### config.mk
export PLATFORM = sky130hd
export DESIGN_NAME = ctrl_blk_2
export DESIGN_NICKNAME = d
export VERILOG_FILES = /design/src/rtl/ctrl_pkg.sv /design/src/rtl/avg4_acc.sv /design/src/rtl/ctrl_blk_2.sv
export SDC_FILE = /design/constraint.sdc
export NUM_CORES = 1
export LEC_CHECK = 0
export ABC_CLOCK_PERIOD_IN_PS = 2650
export CAP_MARGIN = 10
export CORE_MARGIN = 2
export CORE_UTILIZATION = 35
export DETAILED_ROUTE_END_ITERATION = 8
export SYNTH_ARGS = -nofsm -noshare
export SYNTH_HDL_FRONTEND = slang
export SYNTH_SLANG_ARGS = --single-unit
### constraint.sdc
create_clock -name clk_2 -period 2.65 [get_ports clk_2]
set_input_delay 0.3975 -clock clk_2 [delete_from_list [all_inputs] [get_ports clk_2]]
set_output_delay 0.3975 -clock clk_2 [all_outputs]
set_load 0.05 [all_outputs]
### src/rtl/ctrl_pkg.sv
// Shared definitions for the control subsystem: 2 MHz read-side FSM encoding,
// default RAM sizing, and the 50 MHz control-side clock constants.
package ctrl_pkg;

  localparam int RAM_DEPTH_DEF = 2048;

  localparam int CLK50_HZ  = 50_000_000;
  localparam int CLK2_HZ   = 2_000_000;
  localparam int CLK_RATIO = CLK50_HZ / CLK2_HZ;

  typedef enum logic [1:0] {
    IDLE = 2'b00,
    RD   = 2'b01,
    ACC  = 2'b10,
    WR   = 2'b11
  } state_t;

endpackage

### src/rtl/avg4_acc.sv
// Four-byte accumulator; the average is the sum with its two LSBs dropped.
module avg4_acc (
  input  logic       clk,
  input  logic       reset_n,
  input  logic       clear,
  input  logic       add_en,
  input  logic [7:0] din,
  output logic [7:0] avg
);

  // 10 bits hold 4 x 255 = 1020 without overflow.
  logic [9:0] acc;

  always_ff @(posedge clk) begin
    if (!reset_n) begin
      acc <= '0;
    end else if (clear) begin
      acc <= '0;
    end else if (add_en) begin
      acc <= acc + {2'b00, din};
    end
  end

  assign avg = acc[9:2];

endmodule

### src/rtl/ctrl_blk_2.sv
// Pulls bytes from a FIFO, averages each group of four and writes the result
// to RAM at a descending, wrapping address.
module ctrl_blk_2
  import ctrl_pkg::*;
#(
  parameter int RAM_DEPTH = RAM_DEPTH_DEF,
  parameter int ADDR_W    = 11
) (
  input  logic              clk_2,
  input  logic              reset_n,
  input  logic              empty,
  input  logic [7:0]        fifo_data,
  output logic              rd_fifo,
  output logic              ram_wr_n,
  output logic [ADDR_W-1:0] ram_addr,
  output logic [7:0]        ram_data,
  output state_t            fsm_state
);

  // FIFO handshake: empty is only looked at in IDLE; rd_fifo is a one-cycle
  // strobe and fifo_data is consumed on the following cycle (ACC).
  state_t            state, state_nxt;
  logic [1:0]        byte_cnt;
  logic [ADDR_W-1:0] addr;

  always_ff @(posedge clk_2) begin
    if (!reset_n) begin
      state    <= IDLE;
      byte_cnt <= '0;
      addr     <= ADDR_W'(RAM_DEPTH - 1);
    end else begin
      state <= state_nxt;
      if (state == ACC) byte_cnt <= byte_cnt + 2'd1;
      if (state == WR) begin
        byte_cnt <= '0;
        // RAM_DEPTH is a power of two, so 0 - 1 wraps to RAM_DEPTH-1.
        addr <= addr - ADDR_W'(1);
      end
    end
  end

  always_comb begin
    state_nxt = state;
    case (state)
      IDLE:    if (!empty) state_nxt = RD;
      RD:      state_nxt = ACC;
      ACC:     state_nxt = (byte_cnt == 2'd3) ? WR : IDLE;
      WR:      state_nxt = IDLE;
      default: state_nxt = IDLE;
    endcase
  end

  avg4_acc u_avg (
    .clk     (clk_2),
    .reset_n (reset_n),
    .clear   (state == WR),
    .add_en  (state == ACC),
    .din     (fifo_data),
    .avg     (ram_data)
  );

  assign rd_fifo   = (state == RD);
  assign ram_wr_n  = (state != WR);
  assign ram_addr  = addr;
  assign fsm_state = state;

endmodule
; Yosys cells after proc, flatten, opt, wreduce, memory -nomap -nowiden
; Index checks and enable logic that the tools add are counted.
[totals]
ff_bits = 25
output_inout_bits = 23
wordCells = 19
[classes]
add_sub_neg = 3
eq_ne = 6
mux = 3
bitwise_logic = 1
reduce_logical = 2
[ops]
columns = op, n
row1 = subtractor 11 x 1 -> 11 bit (second input constant), 1
row2 = adder 10 x 8 -> 10 bit, 1
row3 = case mux 2 bit (4 select lines), 1
row4 = == test 2 bit (second input constant), 3
row5 = 2-to-1 mux 2 bit, 2
row6 = inequality test 2 bit (second input constant), 2
row7 = adder 2 x 1 -> 2 bit (second input constant), 1
row8 = == test 2 x 1 -> 1 bit (second input constant), 1
row9 = logical NOT 2 bit, 1
row10 = OR reduction 2 bit, 1
row11 = inverter 1 bit, 1

; Logic depth before layout (Yosys ltp)
; Gate-level depths: netlist of run 1.
[logic_depth]
word_depth = 3
mapped_depth = 8
ltp_nobuf = 8

; Cells and area by module
; Synthesis of run 1 repeated with hierarchy kept, for this count alone.
[hier_totals]
cells_unflattened = 171
area_unflattened_um2 = 1488.9
[modules_own_cells]
columns = mod, instances, cells_each, area_per_inst_um2, seq_area_each_um2
row1 = avg4_acc, 1, 93, 797.0, 200.2
row2 = ctrl_blk_2, 1, 78, 691.9, 300.3

; Worst setup path after synthesis of run 1
; Ideal clock, no wire load.
[synth_path]
path_kind = input port to flip-flop
start = input port fifo_data[0]
end = register u_avg.acc[6]
arrival_ns = 1.975
required_ns = 2.588
setup_slack_ns = 0.613
path_stages = 8
path_cell_list = ha_1 -> inv_1 -> fa_1 -> nand2b_1 -> a21oi_2 -> a31oi_1 -> or4b_1 -> nand3_1
[synth_via]
elab_chain_cells = 1
[synth_rtl]
columns = element, line_no
row1 = "start, declared", ctrl_blk_2.sv:12  ; input logic [7:0] fifo_data,
row2 = adder 10 x 8 -> 10 bit, avg4_acc.sv:20  ; acc <= acc + {2'b00, din};
row3 = "end signal, assigned", avg4_acc.sv:20
row4 = "end, declared", avg4_acc.sv:12  ; logic [9:0] acc;
; No other way between the ends.
; A chain may end at the register's enable or synchronous reset.

; Worst setup path in the final report of run 1
[layout_path]
start = register state[0] (netlist: fsm_state[0])
end = output port rd_fifo
[layout_via]
elab_chain_cells = 1
[layout_rtl]
columns = element, line_no
row1 = "start, declared", ctrl_blk_2.sv:22  ; state_t state, state_nxt;
row2 = "start signal, assigned", ctrl_blk_2.sv:32  ; state <= state_nxt;
row3 = == test 2 x 1 -> 1 bit, ctrl_blk_2.sv:62  ; assign rd_fifo = (state == RD);
row4 = "end, declared", ctrl_blk_2.sv:13  ; output logic rd_fifo,
; No other way between the ends.

==> flow_metrics.py, run 1 <==
metrics = {
    "timing": {
        "setup_tns_ns": 0,
        "final.setup_skew_ns": 0.00318,
        "finalMaxSlewViolations": 0,
        "worst_slew_margin_rel": 0.616,
        "max_slew.worst_pin.slew_ns": 0.574,
        "final_count_of_negative_setup_slack_endpoints": 0,
        "rsz0062_at_grt": "false",
        "post-route-period-util": 0.877,
        "post-route-worst-setup-slack_ns": 0.325,
        "period_needed_ns": 2.33,
        "hold_viol_final": 0,
        "max_freq_ghz": 0.430,
    },
    "synthesis": {
        "count_of_synthesis_stage_warnings_from_yosys": 0,
        "synth_common_cells": "dfxtp_1, nand2_1, a21oi_1, nor2_1",
        "synthMostInstantiatedCell": "dfxtp_1",
        "syn_inst": 178,
        "synth.ff_latch_count": 25,
        "synth_edf_count": 0,
        "mapped_cell_area_sq_um": 1520,
        "post-synth-top-area-fraction": 0.329,
        "yosys.area.top_type": "dfxtp_1",
        "synth.lib_cells_used.distinct": 49,
        "leading_cell_types_by_total_area_after_synthesis": "dfxtp_1, ha_1, buf_4, nand2_1, a21oi_1",
        "ys_dominant_reg_cell": "dfxtp_1",
        "share_of_synthesized_area_occupied_by_flip_flops_and_latches": 0.329,
        "postSynthNetCount": 200,
        "synth-async-reset-ratio": 0,
        "post_synth.cell_area_avg_sq_um": 8.55,
    },
    "grt": {
        "grt_pass1_vias": 1240,
        "globalRouteMet1Util": 0.195,
        "gr-usage-all-layers": 0.144,
        "initial_antenna_violation_count": 0,
        "grt_use_met2": 0.229,
        "grt_overflow": 0,
        "grt_first_pass_wirelength_microns": 5680,
        "busiest_layer_in_global_routing": "met2",
        "grt_max_degree": 17,
        "grt_use_met3": 0.0245,
    },
    "critical_path": {
        "endpoint_kind": "output pin",
        "regToRegStartpoint": "u_avg.acc[0]$_SDFFE_PP0P_",
        "max_stage_delay_ns": 0.83,
        "timing_worst_setup_path_type": "reg -> out",
        "rr_endpoint": "u_avg.acc[6]$_SDFFE_PP0P_",
        "startpoint_type": "flip-flop",
        "required_ns": 2.25,
        "cp_data_arrival_time_ns": 1.93,
        "reg2reg_depth": 8,
        "worstSetupEndpoint": "rd_fifo",
        "worst-r2r-setup-slack_ns": 0.58,
        "crit_chain": "nor2b_1, clkdlybuf4s50_1",
        "critPathMaxFanout": 11,
        "startpoint_of_the_most_critical_setup_path": "fsm_state[0]$_SDFFE_PN0P_",
        "crit_slowest_cell": "clkdlybuf4s50_1",
    },
    "routing": {
        "ant_nets": 0,
        "drc": 0,
        "via_count": 1280,
        "route.final.wire_length_microns": 3280,
        "route.detailed.vias_per_inst": 5.10,
        "wl_per_cell_microns": 13.1,
        "drt-pass1-iter-count": 4,
        "violation_count_after_the_first_detailed_routing_iteration": 44,
    },
    "run": {
        "maxCapViolations": 0,
    },
    "power": {
        "power.internal_uw": 542,
        "fin_total_pwr_uw": 751,
        "peakVddDrop_mv": 0.205,
        "power.leakage_uw": 0.000743,
        "power_switching_uw": 209,
        "netSwitchingFraction": 0.278,
        "portion_of_total_power_attributed_to_the_clock_network": 0.318,
        "power.density_cell_area_nw_per_um2": 401,
        "power_frac_comb": 0.161,
        "sequentialPowerShare": 0.521,
    },
    "hold_path": {
        "hold_path.startpoint": "u_avg.acc[9]$_SDFFE_PP0P_",
        "min-delay-path-class": "reg -> reg",
    },
    "clocking": {
        "cts_hold_buf": 0,
        "h_tree_depth_reported_by_cts": 1,
        "cts_tree": "done",
        "clkTransAtPathRegs_ns": 0.09,
        "clk-insertion-delay-late_ns": 0.27,
        "clock_path_buffers": 2,
        "buffers_inserted_during_post_cts_setup_optimization": 0,
        "cts_resized": 0,
        "clock_sinks": 25,
        "clock_tree.root_cell": "clkbuf_8",
        "numCtsBuffers": 3,
    },
    "placed_design": {
        "buffer_ports.inserted": 33,
        "place.gp.congestion": 0.796,
        "dpl.cell_count": 247,
        "detailedPlacementHpwl_microns": 2480,
        "worst_setup_slack_after_placement_ns": 0.0268,
    },
    "finish": {
        "finalCoreUtilization": 0.458,
        "layout.cells.non_filler": 251,
        "fin_nets": 224,
        "final_layout_size_suffix_gt1_frac": 0.0796,
        "areaGrowthSynthToFinish_pct": 23.0,
        "diodes": 0,
    },
    "floorplanning": {
        "cell_row_count": 23,
        "core_area_sq_um": 4090,
        "die-area_sq_um": 4890,
        "floorplan.die.width_microns": 69.9,
        "pin_count": 34,
        "die_y_microns": 69.9,
        "floorplan.initialDensity": 0.372,
    },
    "status": {
        "status": "finished, final reports clean",
    },
}
## cell families after synthesis
kind of cell / share of synthesized area
fa+ha+maj: 0.0954
simple gates: 0.254
flops: 0.329
compound gates: 0.164
buf+inv: 0.0921
mux: 0.0197
xor+xnor: 0.0461
## per-stage QoR
stage | area, sq um | hold slack (ns)
finish | 1870 | 0.504
global route | 1870 | 0.538
CTS | 1870 | 0.509
detailed placement | 1820 | 0.484
global placement | 1820 | 0.473
floorplan | 1520 | 0.462
## power by group through the flow
stage	clock network (uW)	registers, uW	logic (uW)
final	238	391	121
after global routing	262	393	132
after CTS	244	391	121
after detailed placement	0	400	121
after global placement	0	400	120
after floorplan	0	402	85.0
## layer usage
layer	wire length, microns	vias to the layer above
met1	1600	587
li1	-	659
met4	50	0
met2	1520	30
met3	111	4
met5	0	-
## worst max-delay path: cells and delay by family (launching register included)
family / cells / cell delay, ns
buffers and inverters: 1 / 0.83
DFF: 1 / 0.58
and+or+nand+nor: 1 / 0.24
## state kept, by name, indices dropped and copies added (netlist names)
| register | count |
|---|---|
| byte_cnt | 2 |
| ram_addr | 11 |
| fsm_state | 2 |
| u_avg.acc | 10 |
## layout make-up
cell class / instances / area [sq um]
fillers: 402 / 2210
multi-input cells: 128 / 881
flip-flops and latches: 25 / 500
repair buffers: 35 / 345
well taps: 50 / 62.6
clock buffers: 3 / 41.3
inverters: 9 / 33.8
clock inverters: 1 / 7.51
## cells in the final DEF (no fill, tap or decap), types with 4 or more instances in the layout
master / Yosys / final
ha_1: 10 / 10
nor2b_1: 8 / 8
o21ai_0: 4 / 4
nor2_1: 11 / 11
nand3_1: 8 / 8
a21oi_1: 11 / 11
dfxtp_1: 25 / 25
and2_1: 5 / 5
xnor2_1: 6 / 6
o21ai_1: 5 / 5
inv_1: 8 / 8
clkdlybuf4s50_1: 0 / 33
nand2_1: 16 / 16
## worst min path at each step
| stage | to | slack [ns] | cells past startpoint |
|---|---|---|---|
| 2_1_floorplan | u_avg.acc[9]$_SDFFE_PP0P_ | 0.46 | 2 |
| 3_3_place_gp | ram_addr[10]$_SDFFE_PN1P_ | 0.47 | 2 |
| 3_5_place_dp | ram_addr[10]$_SDFFE_PN1P_ | 0.48 | 2 |
| 4_1_cts | u_avg.acc[9]$_SDFFE_PP0P_ | 0.51 | 2 |
| 5_1_grt | ram_addr[10]$_SDFFE_PN1P_ | 0.54 | 2 |
| 6_report | u_avg.acc[9]$_SDFFE_PP0P_ | 0.50 | 2 |
Power figures use the tool's default switching activity.
==> run 2, diff against run 1 <==
--- a/config.mk
+++ b/config.mk
@@ -7,7 +7,7 @@
 export LEC_CHECK = 0
 export ABC_CLOCK_PERIOD_IN_PS = 2650
 export CAP_MARGIN = 10
-export CORE_MARGIN = 2
+export CORE_MARGIN = 1.5
 export CORE_UTILIZATION = 35
 export DETAILED_ROUTE_END_ITERATION = 8
 export SYNTH_ARGS = -nofsm -noshare
==> flow_metrics.py, run 2 (synthesis results as in run 1) <==
metrics = {
    "placed_design": {
        "detailedPlacementHpwl_microns": 2500,
        "buffer_ports.inserted": 33,
        "dpl.cell_count": 247,
        "place.gp.congestion": 0.767,
    },
    "routing": {
        "route.detailed.vias_per_inst": 5.20,
        "ant_nets": 0,
        "drt-pass1-iter-count": 4,
        "drc": 0,
        "wl_per_cell_microns": 13.3,
        "route.final.wire_length_microns": 3330,
        "violation_count_after_the_first_detailed_routing_iteration": 52,
        "via_count": 1305,
    },
    "hold_path": {
        "min-delay-path-class": "reg -> reg",
    },
    "floorplanning": {
        "cell_row_count": 23,
        "die_y_microns": 68.9,
        "core_area_sq_um": 4090,
        "die-area_sq_um": 4750,
        "floorplan.die.width_microns": 68.9,
        "pin_count": 34,
        "floorplan.initialDensity": 0.372,
    },
    "timing": {
        "worst_slew_margin_rel": 0.604,
        "setup_tns_ns": 0,
        "max_slew.worst_pin.slew_ns": 0.590,
        "final.setup_skew_ns": 0.00592,
        "max_freq_ghz": 0.435,
        "final_count_of_negative_setup_slack_endpoints": 0,
        "period_needed_ns": 2.30,
        "hold_viol_final": 0,
        "post-route-period-util": 0.868,
        "finalMaxSlewViolations": 0,
        "rsz0062_at_grt": "false",
    },
    "clocking": {
        "clock_path_buffers": 2,
        "h_tree_depth_reported_by_cts": 1,
        "cts_hold_buf": 0,
        "clk-insertion-delay-late_ns": 0.27,
        "clock_tree.root_cell": "clkbuf_8",
        "cts_resized": 0,
        "clkTransAtPathRegs_ns": 0.10,
        "clock_sinks": 25,
        "numCtsBuffers": 3,
        "cts_tree": "done",
        "buffers_inserted_during_post_cts_setup_optimization": 0,
    },
    "power": {
        "power.density_cell_area_nw_per_um2": 399,
        "power.leakage_uw": 0.000743,
        "peakVddDrop_mv": 0.158,
        "fin_total_pwr_uw": 748,
    },
    "finish": {
        "diodes": 0,
        "areaGrowthSynthToFinish_pct": 23.0,
        "largest_register_ff_count": 11,
        "layout.cells.non_filler": 251,
        "most_frequent_cells_in_the_layout": "clkdlybuf4s50_1, dfxtp_1, nand2_1",
        "final_layout_size_suffix_gt1_frac": 0.0796,
        "fin_nets": 224,
        "fillers": 412,
        "final_common_cell": "clkdlybuf4s50_1",
    },
    "critical_path": {
        "startpoint_type": "input pin",
        "timing_worst_setup_path_type": "in -> reg",
        "endpoint_kind": "flip-flop",
        "critPathMaxFanout": 3,
        "required_ns": 2.87,
        "cp_data_arrival_time_ns": 2.52,
    },
    "grt": {
        "grt_first_pass_wirelength_microns": 5350,
        "initial_antenna_violation_count": 0,
        "gr-usage-all-layers": 0.151,
        "grt_overflow": 0,
        "grt_pass1_vias": 1169,
        "grt_max_degree": 17,
    },
    "status": {
        "status": "finished, final reports clean",
    },
    "run": {
        "maxCapViolations": 0,
    },
}
## run 2: cell counts in the layout (fill, tap and decap cells not counted)
No cell type changed its count.
## run 2: stage by stage
| stage | hold WS [ns] | utilization | setup WS, ns | instance area [sq um] |
|---|---|---|---|---|
| detailed placement | 0.481 | 0.446 | 0.0734 | 1820 |
| global route | 0.547 | 0.458 | 0.233 | 1870 |
| global placement | 0.474 | 0.446 | 0.108 | 1820 |
| CTS | 0.508 | 0.458 | 0.328 | 1870 |
| floorplan | 0.462 | - | 0.613 | 1520 |
| finish | 0.505 | 0.458 | 0.350 | 1870 |
## run 2: area by class of cell
class                           count  area (sq um)  share of cell area
Clock buffer                        3          41.3              0.0221
Timing Repair Buffer               35           345               0.184
Clock inverter                      1          7.51             0.00401
Tap cell                           50          62.6              0.0334
Multi-Input combinational cell    128           881               0.471
Inverter                            9          33.8              0.0180
Sequential cell                    25           500               0.267
## run 2: path summary, 6_finish.rpt
path                               end                      start  slack, ns  cells past startpoint
min reg2reg  ram_addr[10]$_SDFFE_PN1P_  ram_addr[10]$_SDFFE_PN1P_       0.50                      2
max reg2reg  u_avg.acc[6]$_SDFFE_PP0P_  u_avg.acc[0]$_SDFFE_PP0P_       0.60                      8
max          u_avg.acc[6]$_SDFFE_PP0P_               fifo_data[0]       0.35                      9
min          ram_addr[10]$_SDFFE_PN1P_  ram_addr[10]$_SDFFE_PN1P_       0.50                      2
## run 2: routing by layer
layer  track usage  vias up  part of all wire
met5             0        -                 0
met4        0.0588        0             0.011
met3        0.0195        2             0.032
met2         0.246       23              0.47
met1         0.201      619              0.48
li1              -      661                 -
## run 2: worst max-delay path, cell delays in order
cell             delay (ns)
clkdlybuf4s50_1        0.46
ha_1                   0.19
inv_1                  0.06
fa_1                   0.37
nand2b_1               0.18
a21oi_2                0.15
a31oi_1                0.11
or4b_1                 0.52
nand3_1                0.07
## run 2: where the power goes
group	switching (uW)	internal, uW	leakage (uW)	total, uW
Sequential	8.94	382	0.000203	391
Clock	128	107	0.0000217	235
Combinational	68.6	53.0	0.000518	122
Total	206	542	0.000743	748
